==> src/rtl/mul_pkg.sv <==
// Shared definitions for the sequential Booth multiplier: FSM state codes and
// a constant width helper for the step counter.
package mul_pkg;

  localparam logic [1:0] ST_IDLE = 2'd0;
  localparam logic [1:0] ST_RUN  = 2'd1;
  localparam logic [1:0] ST_DONE = 2'd2;

  // Smallest r with 2**r >= value; used to size a counter that must hold
  // values 0..value-1.
  function automatic int clog2(input int value);
    int r;
    r = 0;
    while ((1 << r) < value) r++;
    return r;
  endfunction

endpackage

==> src/rtl/mul_seq_booth_step.sv <==
// One radix-2 Booth iteration: conditional add/subtract of the multiplicand,
// followed by an arithmetic right shift of {acc, q, q_m1}.
module booth_step #(
  parameter int WIDTH = 32
) (
  input  logic [WIDTH+1:0] acc,
  input  logic [WIDTH:0]   q,
  input  logic             q_m1,
  input  logic [WIDTH:0]   m,
  output logic [WIDTH+1:0] acc_n,
  output logic [WIDTH:0]   q_n,
  output logic             q_m1_n
);

  logic [WIDTH+1:0] m_ext;
  logic [WIDTH+1:0] sum;

  // NOTE: every variable written in always_comb gets a default before the
  // case, so no path leaves it unassigned and no latch is inferred.
  always_comb begin
    m_ext = {m[WIDTH], m};
    sum   = acc;
    case ({q[0], q_m1})
      2'b01:   sum = acc + m_ext;
      2'b10:   sum = acc - m_ext;
      default: sum = acc;
    endcase
  end

  assign acc_n  = {sum[WIDTH+1], sum[WIDTH+1:1]};
  assign q_n    = {sum[0], q[WIDTH:1]};
  assign q_m1_n = q[0];

endmodule

==> src/rtl/mul_seq_booth.sv <==
// Iterative radix-2 Booth multiplier with start/busy/done handshake; one
// partial-product step per clock, signed or unsigned chosen per operation.
module mul_seq_booth
  import mul_pkg::*;
#(
  parameter int WIDTH = 32
) (
  input  logic               clk,
  input  logic               rst,
  input  logic               start,
  input  logic               signed_mode,
  input  logic [WIDTH-1:0]   a,
  input  logic [WIDTH-1:0]   b,
  output logic               busy,
  output logic               done,
  output logic [2*WIDTH-1:0] product
);

  localparam int CW = clog2(WIDTH + 1);

  logic [1:0]       state;
  logic [CW-1:0]    count;
  logic [WIDTH:0]   m_q;
  logic [WIDTH+1:0] acc_q;
  logic [WIDTH:0]   q_q;
  logic             q_m1_q;

  logic [WIDTH+1:0]   acc_n;
  logic [WIDTH:0]     q_n;
  logic               q_m1_n;
  logic [WIDTH:0]     a_ext;
  logic [WIDTH:0]     b_ext;
  logic [2*WIDTH-1:0] prod_n;
  logic               last_step;

  // One extra operand bit lets a single signed Booth datapath cover unsigned
  // operands too: zero-extension makes them non-negative signed values.
  assign a_ext = signed_mode ? {a[WIDTH-1], a} : {1'b0, a};
  assign b_ext = signed_mode ? {b[WIDTH-1], b} : {1'b0, b};

  booth_step #(.WIDTH(WIDTH)) u_step (
    .acc    (acc_q),
    .q      (q_q),
    .q_m1   (q_m1_q),
    .m      (m_q),
    .acc_n  (acc_n),
    .q_n    (q_n),
    .q_m1_n (q_m1_n)
  );

  // The exact product always fits in the low 2*WIDTH bits of {acc, q}.
  assign prod_n    = {acc_n[WIDTH-2:0], q_n};
  assign last_step = (count == CW'(WIDTH));

  // NOTE: sequential state uses non-blocking assignments so every register
  // samples pre-edge values, independent of statement order.
  always_ff @(posedge clk) begin
    if (rst) begin
      state   <= ST_IDLE;
      count   <= '0;
      product <= '0;
      m_q     <= '0;
      acc_q   <= '0;
      q_q     <= '0;
      q_m1_q  <= 1'b0;
    end else begin
      case (state)
        ST_IDLE, ST_DONE: begin
          if (start) begin
            state  <= ST_RUN;
            m_q    <= a_ext;
            q_q    <= b_ext;
            acc_q  <= '0;
            q_m1_q <= 1'b0;
            count  <= '0;
          end else begin
            state <= ST_IDLE;
          end
        end
        ST_RUN: begin
          acc_q  <= acc_n;
          q_q    <= q_n;
          q_m1_q <= q_m1_n;
          count  <= count + CW'(1);
          if (last_step) begin
            state   <= ST_DONE;
            product <= prod_n;
          end
        end
        default: state <= ST_IDLE;
      endcase
    end
  end

  assign busy = (state == ST_RUN);
  assign done = (state == ST_DONE);

endmodule

==> config.mk <==
export PLATFORM = sky130hd
export DESIGN_NAME = mul_seq_booth
export DESIGN_NICKNAME = d
export VERILOG_FILES = /design/src/rtl/mul_pkg.sv /design/src/rtl/mul_seq_booth_step.sv /design/src/rtl/mul_seq_booth.sv
export SDC_FILE = /design/constraint.sdc
export NUM_CORES = 1
export LEC_CHECK = 0
export ABC_AREA = 0
export BUFFER_PORTS_ARGS = -buffer_cell sky130_fd_sc_hd__buf_2
export CELL_PAD_IN_SITES_DETAIL_PLACEMENT = 0
export CELL_PAD_IN_SITES_GLOBAL_PLACEMENT = 1
export CORE_ASPECT_RATIO = 1.5
export CORE_MARGIN = 2
export CORE_UTILIZATION = 45
export CTS_CLUSTER_SIZE = 20
export DETAILED_ROUTE_END_ITERATION = 6
export GPL_ROUTABILITY_DRIVEN = 0
export PLACE_DENSITY = 0.85
export SYNTH_ARGS = -nofsm -noshare
export SYNTH_HDL_FRONTEND = slang
export SYNTH_SLANG_ARGS = --single-unit
==> constraint.sdc <==
create_clock -name clk -period 9.5 [get_ports clk]
set_input_delay 0.475 -clock clk [delete_from_list [all_inputs] [get_ports clk]]
set_output_delay 0.475 -clock clk [all_outputs]
set_load 0.01 [all_outputs]
==> out/results.tsv <==
metric	value	unit
run status	finished clean	
Synth Area per Inst	7.62	um2
fin area	10500	um2
initial cell density of the core	46.1	%
flop and latch count out of synthesis	172	
Die Width	120	um
clock root cell	clkbuf_16	
layout cells sized above 1	14.5	%
Post-Synth XOR/XNOR Area	5.26	%
CP endpoint kind	register	
Mapped Cells	1201	
CTS tree	built	
Fill cells	2069	
Syn-to-layout area delta	14.4	%
DRT antenna net count	0	
vias	8730	
HPWL Detailed	17700	um
Setup-failing EPs final	0	
Worst VDD drop	0.000125	V
Synth top area share	37.6	%
Crit path required time	9840	ps
num rows	63	
RSZ-0062 raised after global routing	no	
PwrDens	171	nW/um2
top-count cell post-synth	nand2_1	
Post-synth EDFFs	0	
Cell Count Post-Placement	1522	
f_max	0.200	GHz
Post-route DRC	0	
post-CTS resize count	0	
die area	21500	um2
DRT Pass-1 Iters	5	
CP Class	reg2reg	
synth unique cells	56	
Hold Path Stages	3	
Lkg Pwr	0.00405	uW
area post-placement	9940	um2
Worst Hold Class	in2reg	
synth cell count leaders	nand2_1 (239), a21oi_1 (175), dfxtp_1 (172)	
Seq/Total Area, Yosys	37.6	%
H-tree lvl count	4	
R2R cell count	15	
IO Count	134	
fin cells	1554	
Post-Synth Adder-Cell Area	5.27	%
setup tns final	0	ps
CTS clk-pin slew, worst paths	70	ps
Mapped Nets	1307	
Arr. time, crit path	5330	ps
first-pass GRT wire length	42300	um
maxcap violations	0	
GRT overflow	0	
Final #Nets	1387	
Syn. warnings	0	
WL per Instance	16.5	um
Synth area leader	dfxtp_1	
Setup Skew	10.2	ps
Tmin final	4990	ps
number of global-route vias before repair	8419	
startpoint types	register	
initial antenna violation count	0	
mux share of post-synthesis cell area	1.67	%
Worst Max-Slew Pin Slew	952	ps
Slew Viols, Final	0	
Inserted Diodes	0	
Die Y	179	um
violation count after the first detailed-route iteration	538	
largest net degree at the start of global routing	74	
TritonCTS Buffers	17	
Post-CTS Setup Inserts	0	
GRT Total Usage	24.4	%
Hold WS	275	ps
vias per cell	5.62	
Compound-Gate Fraction of Synth Area	24.7	%
IO buf count	133	
crit path max fanout	8	
Mapped Area	9160	um2
prevailing post-synth register cell	dfxtp_1	
Hold Violations, Final	0	
worst-skew pair later-pin latency	430	ps
Core Region	19900	um2
hold buffer count at CTS	0	
period utilisation layout	52.5	%
async set-reset flop share out of synthesis	0	%
total power draw	1800	uW
Clock Tree Buf Depth	2	
largest cells by area after synthesis	dfxtp_1 (38%), nand2_1 (9.8%), a21oi_1 (9.6%)	
Rel. slew slack	36.3	%
simple-gate area share of the yosys netlist	21.1	%
DRT Wirelength	25700	um
clk sinks	172	
largest family of logic cells by synthesized area	compound AO/OA/AOI/OAI gates	
## placed cells by master, fill, tap and decap left out, drive strengths merged, types with 4 or more instances in the layout
cell type  Yosys  final
nand2b        10     10
a21oi        176    176
o21ai         43     43
nor2b          8      8
a41oi          4      4
nor4           4      4
nand3         25     25
mux2i         13     13
nor2          94     94
dfxtp        172    172
or3            5      5
and3           4      4
ha            37     37
a32oi          8      8
inv           23     26
o21a           8      8
clkinv         0      7
a31oi         12     12
a21o           9      9
nand2        239    239
nor3          29     29
or4            5      5
buf           13    144
clkbuf        70     20
a211oi        24     24
xor2           7      7
a22oi         46     46
and2           4      4
a311oi        11     11
o22ai          5      5
nand4         10     10
xnor2         48     48
o211ai         4      4
## layer usage
layer | wire length, um | global-route usage, % | vias to the layer above
met4 | 626 | 8.96 | 0
met3 | 1470 | 5.09 | 43
met5 | 0 | 0 | -
li1 | - | - | 4418
met1 | 11300 | 31.1 | 4051
met2 | 12300 | 40.6 | 218
## critical path: stages (launching register included)
cell	delay (ps)
dfxtp_1	370
or4_4	590
nor4b_1	570
a41oi_1	300
nor2_1	440
o21ai_0	210
xnor2_1	270
ha_1	340
a21oi_1	400
o21ai_0	170
a311oi_1	380
o41ai_1	130
nand3b_1	110
a41oi_1	60
or3_1	330
a311oi_1	250
## registers in the layout, summed over array words and instances, names as in the netlist
| signal | flops |
|---|---|
| state | 2 |
| q_q | 33 |
| product | 64 |
| acc_q | 33 |
| q_m1_q | 1 |
| m_q | 33 |
| count | 6 |
## path summary, 6_finish.rpt
kind,from,slack (ps),endpoint
setup reg to reg,m_q[2]$_SDFFE_PP0P_,4510,acc_q[32]$_SDFFE_PP0P_
hold reg to reg,product[24]$_SDFFE_PP0P_,450,product[24]$_SDFFE_PP0P_
hold / removal,a[0],280,m_q[0]$_SDFFE_PP0P_
setup / recovery,m_q[2]$_SDFFE_PP0P_,4510,acc_q[32]$_SDFFE_PP0P_
## cell families after synthesis
logic type	count (synthesis)
adders and majority gates	38
DFF	172
AOI/OAI and AO/OA	370
buffers and inverters	106
muxes	15
xor gates and xnor gates	55
and+or+nand+nor	445
## final cells by class
cell class              count  area (um2)  share of cell area [%]
repair buffers            144         751                    7.17
multi-input cells         923        5340                    50.9
well taps                 260         325                    3.10
clock buffers              20         447                    4.26
inverters                  23        86.3                   0.824
flip-flops and latches    172        3440                    32.9
clock inverters            12        87.6                   0.836
## where the power goes
group,total [uW],switching (uW),internal (uW)
logic,382,236,146
registers,771,25.4,745
clock network,644,301,343
total,1800,562,1230
## through the flow
stage	setup slack, ps	util, %
after floorplan	5230	-
after global placement	4710	50.1
after detailed placement	4530	50.1
after CTS	4510	52.7
after global routing	4090	52.7
final	4510	52.7
(Power assumes the default switching activity.)
